--- config.mk ---
export PLATFORM = sky130hd
export DESIGN_NAME = adc_readout_scheduler_flat
export DESIGN_NICKNAME = d
export VERILOG_FILES = /design/src/rtl/adc_readout_scheduler_if.sv /design/src/rtl/adc_readout_scheduler.sv /design/src/flat_wrapper.sv
export SDC_FILE = /design/constraint.sdc
export NUM_CORES = 1
export LEC_CHECK = 0
export ABC_AREA = 1
export CORE_MARGIN = 2
export CORE_UTILIZATION = 40
export CTS_CLUSTER_SIZE = 14
export DETAILED_ROUTE_END_ITERATION = 12
export GPL_TIMING_DRIVEN = 0
export HOLD_SLACK_MARGIN = 0.06
export SLEW_MARGIN = 20
export SYNTH_ARGS = -nofsm -noshare
export SYNTH_HDL_FRONTEND = slang
export SYNTH_SLANG_ARGS = --single-unit
export TNS_END_PERCENT = 50
--- constraint.sdc ---
create_clock -name clk -period 4.99 [get_ports clk]
set_clock_uncertainty 0.2 [all_clocks]
set_input_delay 1.2475 -clock clk [delete_from_list [all_inputs] [get_ports clk]]
set_output_delay 1.2475 -clock clk [all_outputs]
set_load 0.01 [all_outputs]
--- src/rtl/adc_readout_scheduler_if.sv ---
// Sample-capture inputs, trigger controls and framed serial outputs of the readout scheduler.
interface adc_readout_scheduler_if #(
  parameter int unsigned WIDTH      = 13,
  parameter int unsigned NCH        = 3,
  parameter int unsigned INTERVAL_W = 16
);
  logic [NCH-1:0]       sample_valid;
  logic [NCH*WIDTH-1:0] sample_data;
  logic [NCH-1:0]       ch_enable;
  logic                 trig_ext;
  logic                 auto_mode;
  logic [INTERVAL_W-1:0] interval;
  logic                 clr_ovr;
  logic                 serial_out;
  logic                 frame_valid;
  logic                 busy;
  logic                 frame_done;
  logic                 overrun;

  modport master (
    output sample_valid, sample_data, ch_enable, trig_ext, auto_mode, interval, clr_ovr,
    input  serial_out, frame_valid, busy, frame_done, overrun
  );

  modport slave (
    input  sample_valid, sample_data, ch_enable, trig_ext, auto_mode, interval, clr_ovr,
    output serial_out, frame_valid, busy, frame_done, overrun
  );
endinterface

--- src/rtl/adc_readout_scheduler.sv ---
// Captures per-channel decimated samples and serialises enabled channels as framed packets:
// 1010 sync, then per channel {id[1:0], fresh, sample MSB first}, then one idle DONE cycle.
module adc_readout_scheduler #(
  parameter int unsigned WIDTH      = 13,
  parameter int unsigned NCH        = 3,
  parameter int unsigned INTERVAL_W = 16
) (
  input logic                    clk,
  input logic                    rst,
  adc_readout_scheduler_if.slave bus_io
);

  localparam int unsigned CntW = $clog2(WIDTH);

  typedef enum logic [2:0] {StIdle, StSync, StHdr, StData, StDone} state_e;

  state_e                     state_q, state_d;
  logic [CntW-1:0]            cnt_q, cnt_d;
  logic [1:0]                 ch_q, ch_d;
  logic [NCH-1:0]             en_q, en_d;
  logic [NCH-1:0][WIDTH-1:0]  hold_q, hold_d, snap_q, snap_d;
  logic [NCH-1:0]             fresh_q, fresh_d, snap_fresh_q, snap_fresh_d;
  logic                       trig_prev_q;
  logic [INTERVAL_W-1:0]      tmr_q, tmr_d;
  logic                       ovr_q, ovr_d;
  logic                       serial_q, serial_d, fv_q, fv_d, busy_q, busy_d, done_q, done_d;

  logic                       tmr_fire, trig, accept, drop;
  logic [1:0]                 first_ch, next_ch;
  logic                       next_found;
  logic [WIDTH-1:0]           word;
  logic [CntW-1:0]            bit_idx;

  // Trigger sources: rising edge of trig_ext or interval timer expiry, merged into one trigger.
  always_comb begin
    tmr_d    = '0;
    tmr_fire = 1'b0;
    if (bus_io.auto_mode && (bus_io.interval != '0)) begin
      if (tmr_q == bus_io.interval - INTERVAL_W'(1)) begin
        tmr_fire = 1'b1;
      end else begin
        tmr_d = tmr_q + INTERVAL_W'(1);
      end
    end
    trig   = (bus_io.trig_ext & ~trig_prev_q) | tmr_fire;
    accept = trig && (state_q == StIdle) && (bus_io.ch_enable != '0);
    // DONE counts as not-idle, so a trigger there is dropped too.
    drop   = trig && (state_q != StIdle);
    ovr_d  = ovr_q;
    if (bus_io.clr_ovr) ovr_d = 1'b0;
    if (drop) ovr_d = 1'b1;
  end

  // Sample capture runs in every state; on acceptance the snapshot takes forwarded data.
  always_comb begin
    snap_d       = snap_q;
    snap_fresh_d = snap_fresh_q;
    for (int i = 0; i < int'(NCH); i++) begin
      hold_d[i]  = bus_io.sample_valid[i] ? bus_io.sample_data[i*WIDTH +: WIDTH] : hold_q[i];
      fresh_d[i] = bus_io.sample_valid[i] | fresh_q[i];
      if (accept) begin
        snap_d[i]       = hold_d[i];
        snap_fresh_d[i] = fresh_d[i];
        fresh_d[i]      = 1'b0;
      end
    end
  end

  // Lowest enabled channel overall, and lowest enabled channel above the current one.
  always_comb begin
    first_ch   = '0;
    next_ch    = '0;
    next_found = 1'b0;
    for (int i = int'(NCH) - 1; i >= 0; i--) begin
      if (en_q[i]) first_ch = 2'(i);
      if (en_q[i] && (i > int'(ch_q))) begin
        next_ch    = 2'(i);
        next_found = 1'b1;
      end
    end
  end

  // Frame sequencing: state, bit counter within the field, current channel.
  always_comb begin
    state_d = state_q;
    cnt_d   = cnt_q;
    ch_d    = ch_q;
    en_d    = en_q;
    unique case (state_q)
      StIdle: begin
        if (accept) begin
          state_d = StSync;
          cnt_d   = '0;
          en_d    = bus_io.ch_enable;
        end
      end
      StSync: begin
        if (cnt_q == CntW'(3)) begin
          state_d = StHdr;
          cnt_d   = '0;
          ch_d    = first_ch;
        end else begin
          cnt_d = cnt_q + CntW'(1);
        end
      end
      StHdr: begin
        if (cnt_q == CntW'(2)) begin
          state_d = StData;
          cnt_d   = '0;
        end else begin
          cnt_d = cnt_q + CntW'(1);
        end
      end
      StData: begin
        if (cnt_q == CntW'(WIDTH - 1)) begin
          cnt_d = '0;
          if (next_found) begin
            state_d = StHdr;
            ch_d    = next_ch;
          end else begin
            state_d = StDone;
          end
        end else begin
          cnt_d = cnt_q + CntW'(1);
        end
      end
      StDone:  state_d = StIdle;
      default: state_d = StIdle;
    endcase
  end

  // Outputs are decoded from the next state so they appear registered in the cycle they describe.
  always_comb begin
    serial_d = 1'b0;
    fv_d     = 1'b0;
    busy_d   = 1'b0;
    done_d   = 1'b0;
    word     = snap_q[ch_d];
    bit_idx  = CntW'(WIDTH - 1) - cnt_d;
    unique case (state_d)
      StSync: begin
        serial_d = ~cnt_d[0];
        fv_d     = (cnt_d == '0);
        busy_d   = 1'b1;
      end
      StHdr: begin
        busy_d = 1'b1;
        if (cnt_d == CntW'(0))      serial_d = ch_d[1];
        else if (cnt_d == CntW'(1)) serial_d = ch_d[0];
        else                        serial_d = snap_fresh_q[ch_d];
      end
      StData: begin
        busy_d   = 1'b1;
        serial_d = word[bit_idx];
      end
      StDone:  done_d = 1'b1;
      default: ;
    endcase
  end

  // All state and registered outputs; synchronous reset aborts any frame in progress.
  always_ff @(posedge clk) begin
    if (rst) begin
      state_q      <= StIdle;
      cnt_q        <= '0;
      ch_q         <= '0;
      en_q         <= '0;
      hold_q       <= '0;
      snap_q       <= '0;
      fresh_q      <= '0;
      snap_fresh_q <= '0;
      trig_prev_q  <= 1'b0;
      tmr_q        <= '0;
      ovr_q        <= 1'b0;
      serial_q     <= 1'b0;
      fv_q         <= 1'b0;
      busy_q       <= 1'b0;
      done_q       <= 1'b0;
    end else begin
      state_q      <= state_d;
      cnt_q        <= cnt_d;
      ch_q         <= ch_d;
      en_q         <= en_d;
      hold_q       <= hold_d;
      snap_q       <= snap_d;
      fresh_q      <= fresh_d;
      snap_fresh_q <= snap_fresh_d;
      trig_prev_q  <= bus_io.trig_ext;
      tmr_q        <= tmr_d;
      ovr_q        <= ovr_d;
      serial_q     <= serial_d;
      fv_q         <= fv_d;
      busy_q       <= busy_d;
      done_q       <= done_d;
    end
  end

  assign bus_io.serial_out  = serial_q;
  assign bus_io.frame_valid = fv_q;
  assign bus_io.busy        = busy_q;
  assign bus_io.frame_done  = done_q;
  assign bus_io.overrun     = ovr_q;

endmodule

--- src/flat_wrapper.sv ---
// flat-port wrapper written by rule: the top's interface ports become plain ports
module adc_readout_scheduler_flat 
#(
  parameter int unsigned WIDTH      = 13,
  parameter int unsigned NCH        = 3,
  parameter int unsigned INTERVAL_W = 16
)
  (clk, rst, bus_io_sample_valid, bus_io_sample_data, bus_io_ch_enable, bus_io_trig_ext, bus_io_auto_mode, bus_io_interval, bus_io_clr_ovr, bus_io_serial_out, bus_io_frame_valid, bus_io_busy, bus_io_frame_done, bus_io_overrun);
  adc_readout_scheduler_if #(.WIDTH(WIDTH), .NCH(NCH), .INTERVAL_W(INTERVAL_W)) bus_io_i ();
  input logic clk;
  input logic rst;
  input wire logic [$bits(bus_io_i.sample_valid)-1:0] bus_io_sample_valid;
  input wire logic [$bits(bus_io_i.sample_data)-1:0] bus_io_sample_data;
  input wire logic [$bits(bus_io_i.ch_enable)-1:0] bus_io_ch_enable;
  input wire logic [$bits(bus_io_i.trig_ext)-1:0] bus_io_trig_ext;
  input wire logic [$bits(bus_io_i.auto_mode)-1:0] bus_io_auto_mode;
  input wire logic [$bits(bus_io_i.interval)-1:0] bus_io_interval;
  input wire logic [$bits(bus_io_i.clr_ovr)-1:0] bus_io_clr_ovr;
  output wire logic [$bits(bus_io_i.serial_out)-1:0] bus_io_serial_out;
  output wire logic [$bits(bus_io_i.frame_valid)-1:0] bus_io_frame_valid;
  output wire logic [$bits(bus_io_i.busy)-1:0] bus_io_busy;
  output wire logic [$bits(bus_io_i.frame_done)-1:0] bus_io_frame_done;
  output wire logic [$bits(bus_io_i.overrun)-1:0] bus_io_overrun;
  assign bus_io_i.sample_valid = bus_io_sample_valid;
  assign bus_io_i.sample_data = bus_io_sample_data;
  assign bus_io_i.ch_enable = bus_io_ch_enable;
  assign bus_io_i.trig_ext = bus_io_trig_ext;
  assign bus_io_i.auto_mode = bus_io_auto_mode;
  assign bus_io_i.interval = bus_io_interval;
  assign bus_io_i.clr_ovr = bus_io_clr_ovr;
  assign bus_io_serial_out = bus_io_i.serial_out;
  assign bus_io_frame_valid = bus_io_i.frame_valid;
  assign bus_io_busy = bus_io_i.busy;
  assign bus_io_frame_done = bus_io_i.frame_done;
  assign bus_io_overrun = bus_io_i.overrun;
  adc_readout_scheduler #(.WIDTH(WIDTH), .NCH(NCH), .INTERVAL_W(INTERVAL_W)) u_core (.clk(clk), .rst(rst), .bus_io(bus_io_i));
endmodule
Word-level counts from Yosys, hierarchy flattened --
Index checks and enable logic that the tools add are counted.
Word-level totals: bits in registers 118, bits in latches 0, memory bits (writable) 0, bits in read-only memories 0, input port bits 66, output and inout bits 5, logic and storage cells 105, memories kept 0
Cells by class: $add $sub $neg 4, multiply operators 0, div/mod/pow operators 0, $lt $le $gt $ge 4, equality and inequality tests 12, shift operators 0, mux-type cells 40, bitwise logic cells 9, reduce and logical (&&, ||, !) cells 17
Operator list (count):
- $mux W13 | 4
- $bmux W13 S2 | 1
- $add A16 B1 Y16 const B | 1
- $eq A16 B16 Y1 | 1
- $mux W2 | 8
- $mux W4 | 4
- $pmux W4 S4 | 1
- $reduce_bool A16 Y1 | 1
- $sub A16 B1 Y16 const B | 1
- $mux W3 | 5
- $eq A3 B2 Y1 const B | 4
- $mux W1 | 12
- $pmux W3 S4 | 1
- $eq A4 B2 Y1 const B | 2
- $eq A3 B1 Y1 const B | 2
- $logic_and A1 B1 Y1 | 6
- $reduce_bool A3 Y1 | 2
- $reduce_or A3 Y1 | 2
- $lt A4 B5 Y1 const B | 1
- $add A4 B1 Y4 const B | 1
- $bmux W1 S4 | 1
- $eq A4 B1 Y1 const B | 1
- $eq A4 B4 Y1 const B | 1
- $logic_not A4 Y1 | 1
- 15 further kinds | 22

Logic depth before layout (Yosys ltp) --
depth in word-level cells 13, gate-level depth with buffers 27, mapped depth without buffers 26

Worst setup path before layout --
Ideal clock, no wire load.
kind input to register, from in bus_io_interval[0], to reg u_core.serial_q, in the netlist u_core.bus_io.serial_out, setup time 0.118 ns, data arrival time 3.583 ns, required time 4.672 ns, slack 1.089 ns, cell stages on the path 24, path buffers 1, cell sequence inv_1 > ha_1 > nand2_1 > nor2_4 > nand3_1 > nand3_1 > nand3_1 > nor2_2 > nand4_1 > nand2_2 > nand3_4 > nand2_2 > nand2_4 > nand2_2 > buf_6 > inv_1 > ha_1 > inv_1 > nand3_1 > nand3_1 > nand3_1 > nand2_1 > nand2_1 > a21oi_2
On the way: longest elaborated chain between the ends 13, elaborated cells on any way between the ends 25, classes of those cells 2 x add/sub; 5 x eq/ne; 11 x mux; 2 x bitwise; 5 x reduce/logical
Ends and longest elaborated chain:
- from (decl) | line flat_wrapper.sv:17 | input wire logic [$bits(bus_io_i.interval)-1:0] bus_io_interval;
- $sub A16 B1 Y16 | line adc_readout_scheduler.sv:39 | if (tmr_q == bus_io.interval - INTERVAL_W'(1)) begin
- $eq A16 B16 Y1 | line adc_readout_scheduler.sv:39
- $mux W1 | line adc_readout_scheduler.sv:39
- $mux W1 * | line adc_readout_scheduler.sv:38 | if (bus_io.auto_mode && (bus_io.interval != '0)) begin
- $or A1 B1 Y1 * | line adc_readout_scheduler.sv:45 | trig = (bus_io.trig_ext & ~trig_prev_q) | tmr_fire;
- $logic_and A1 B1 Y1 * (2 in series) | line adc_readout_scheduler.sv:46 | accept = trig && (state_q == StIdle) && (bus_io.ch_enable != '0);
- $mux W4 * | line adc_readout_scheduler.sv:91 | if (accept) begin
- $pmux W4 S4 * | line adc_readout_scheduler.sv:89 | unique case (state_q)
- $sub A4 B4 Y4 * | line adc_readout_scheduler.sv:139 | bit_idx = CntW'(WIDTH - 1) - cnt_d;
- net u_core.bit_idx[0] | line adc_readout_scheduler.sv:32 | logic [CntW-1:0] bit_idx;
- $bmux W1 S4 * | line adc_readout_scheduler.sv:154 | serial_d = word[bit_idx];
- $mux W1 (implied by the code) * | line adc_readout_scheduler.sv:154
- $pmux W1 S3 * | line adc_readout_scheduler.sv:140 | unique case (state_d)
- to (signal assigned) | line adc_readout_scheduler.sv:191 | serial_q <= serial_d;
- to (decl) | line adc_readout_scheduler.sv:26 | logic serial_q, serial_d, fv_q, fv_d, busy_q, busy_d, done_q, done_d;
The timed path passes the listed nets; every way through them passes the cells marked *. The select of a mux whose other input is x is not followed. A chain may end at the register's enable or synchronous reset.

Final worst setup path --
Ends and elaborated chain as after synthesis.

==> results.cfg <==
[status]
status = finished clean

[routing]
dr.pass1.iters = 7
drc_errors = 0
viasPerCell = 4.98
drt-initial-drc-count = 322
vias = 5162
ant_nets = 0
totalWireLength_mm = 13.6
wl_per_cell_um = 13.2

[worst_setup_path]
path_buf_inv = 5
endpoint_kind = register
reg2reg_from = u_core.tmr_q[4]
cp-start-kind = input pin
worstSetupPathType = in -> reg
cpMostUsedCell = nand3_1
cp.required_ns = 5.14
r2r_end = u_core.bus_io.serial_out
crit_family = simple AND/OR/NAND/NOR gates
crit_path_end = u_core.bus_io.serial_out
cp.arrival_ns = 4.64
cp_max_fo = 10
slowest_delay_ns = 0.43
crit_cells = 25
ff2ff_path_depth = 22
reg2reg_slack_ns = 1.71
slowest_stage = clkdlybuf4s50_1
critPathLaunch = bus_io_interval[0]

[pwr]
ir_drop_v = 0.000244
pwr_density_cell_nw_per_um2 = 370
p_leak_uw = 0.00314

[logic_synthesis]
async_flop_share = 0
synth_area_leaders = dfxtp_1, nor2_1, o21ai_0
yosysWarnings = 0
synth_top_area_frac = 0.425
yosysUniqueCellTypes = 43
netlist_area_sq_um = 5560
syn_area_per_cell_sq_um = 7.37
yosysTopAreaCell = dfxtp_1
synthTopCellsByCount = nor2_1, dfxtp_1, nand2_1
synth_nets = 828
synth-edff-count = 0
seq_area_frac_synth = 0.425
syn_inst = 755
ys_ff_latch = 118
synth_most_common_cell = nor2_1
synth-main-ff-cell = dfxtp_1

[clock_tree]
max-clock-path-buffers = 2
cts_inserted_buffers = 17
clock_latency_ns = 0.41
cts_root_buf = clkbuf_16
clock_sinks = 118
hold_buffers = 0
cts.reportedPaths.clkPinSlew_ns = 0.05
cts_tree = done
ctsHtreeMaxLevel = 4
cts_setup_buffers = 0
post_cts_resized = 0

[timing]
rsz0062_at_grt = false
fmax_mhz = 223
finalCritPeriodShare = 0.899
whs_ns = 0.264
fin_setup_tns_ns = 0
relSlewSlack = 0.629
worst_pin_slew_ns = 0.552
final_max_slew_viol_count = 0
finalCriticalPeriod_ns = 4.49
final-hold-violation-count = 0
setup_slack_ns = 0.502
setup_viol = 0

[grt]
overflow = 0
track_usage = 0.195
grt_pass1_wl_mm = 22.7
grt_pass1_vias = 4898
antenna_found_initial = 0
grt_start_max_net_pins = 17

[placement]
post-dp-hpwl_mm = 10.4
place_ws_ns = 0.0951
io_buffers = 69
dp_cells = 1004
gp_congestion = 0.919
placed_cell_area_sq_um = 6480

[min_path]
hp-start = u_core.bus_io.overrun
holdPathStages = 2
holdCritPathClass = reg -> reg

[floorplanning]
io_pins = 71
die_w_um = 122
start_util = 0.405
dieArea_sq_um = 14900
core_area_sq_um = 13700
die_h_um = 122
placementRows = 43

[layout]
area_growth_pct = 27.5
antenna_cells = 0
fillers = 1331
final_area_sq_um = 7090
multiInputGateArea_sq_um = 2730
seq_area_sq_um = 2360
stdcell_count = 1036
nets = 916
final_layout_size_suffix_gt1_frac = 0.0829

[run]
cap_violations = 0
==> power by group <==
group	internal, uW	switching (uW)	leakage (uW)
combinational	155	175	0.00187
clock	824	408	0.000301
sequential	1020	38.5	0.000974
==> layout by cell type, fill, tap and decap left out, types with 3 or more instances in the layout <==
cell type        Yosys  layout
nor2_1             148     148
dfxtp_1            118     118
nand2_1             93      93
inv_1               83      83
o21ai_0             76      76
clkdlybuf4s50_1      0      69
nand3_1             60      60
o22a_1              39      39
clkbuf_16            0      17
xor2_1              16      16
a21oi_1             16      16
clkbuf_1            15      16
xnor2_1              9       9
nor3_1               9       9
buf_2                8       8
nand2_2              7       7
ha_1                 7       7
clkbuf_8             0       7
nor2_2               5       5
nand4_1              5       5
nand3b_1             3       3
buf_6                3       3
nor3b_1              3       3
clkinv_2             0       3
==> tightest hold or removal path: stages (launching register included) <==
cell and delay, ns:
dfxtp_1 0.30, nand2_1 0.06, a21oi_1 0.05
==> logic make-up after synthesis <==
family | synth area share
xor+xnor | 0.0394
buf+inv | 0.0844
fa+ha+maj | 0.0157
simple gates | 0.276
flops | 0.425
compound gates | 0.160
==> stage by stage <==
step / power, uW / utilization
6_report: 2620 / 0.517
5_1_grt: 2730 / 0.517
4_1_cts: 2640 / 0.517
3_5_place_dp: 1410 / 0.472
3_3_place_gp: 1400 / 0.472
2_1_floorplan: 1270 / -
==> state kept, by name (all words and copies together) (netlist names), 2 cells and up <==
register / flops
u_core.hold_q: 39
u_core.snap_fresh_q: 3
u_core.cnt_q: 4
u_core.state_q: 3
u_core.tmr_q: 16
u_core.fresh_q: 3
u_core.ch_q: 2
u_core.en_q: 3
u_core.snap_q: 39
==> worst min path at each step <==
| stage | end | slack (ns) |
|---|---|---|
| 2_1_floorplan | u_core.fresh_q[0] | 0.24 |
| 3_3_place_gp | u_core.bus_io.overrun | 0.25 |
| 3_5_place_dp | u_core.fresh_q[2] | 0.26 |
| 4_1_cts | u_core.bus_io.overrun | 0.27 |
| 5_1_grt | u_core.bus_io.overrun | 0.29 |
| 6_report | u_core.bus_io.overrun | 0.26 |
==> final cells by class <==
cell class	instances	share of cell area
Inverter	85	0.0450
Timing Repair Buffer	69	0.0974
Clock inverter	7	0.0127
Buffer	29	0.0212
Sequential cell	118	0.333
Tap cell	180	0.0318
Multi-Input combinational cell	523	0.385
Clock buffer	25	0.0741
==> metal layers <==
metal,share of wire,global-route usage,vias to the layer above
met1,0.47,0.244,2359
met2,0.46,0.321,116
met3,0.048,0.0534,27
met4,0.021,0.0697,0
li1,-,-,2660
met5,0,0,-
No activity file was read; power rests on OpenSTA's default activity.
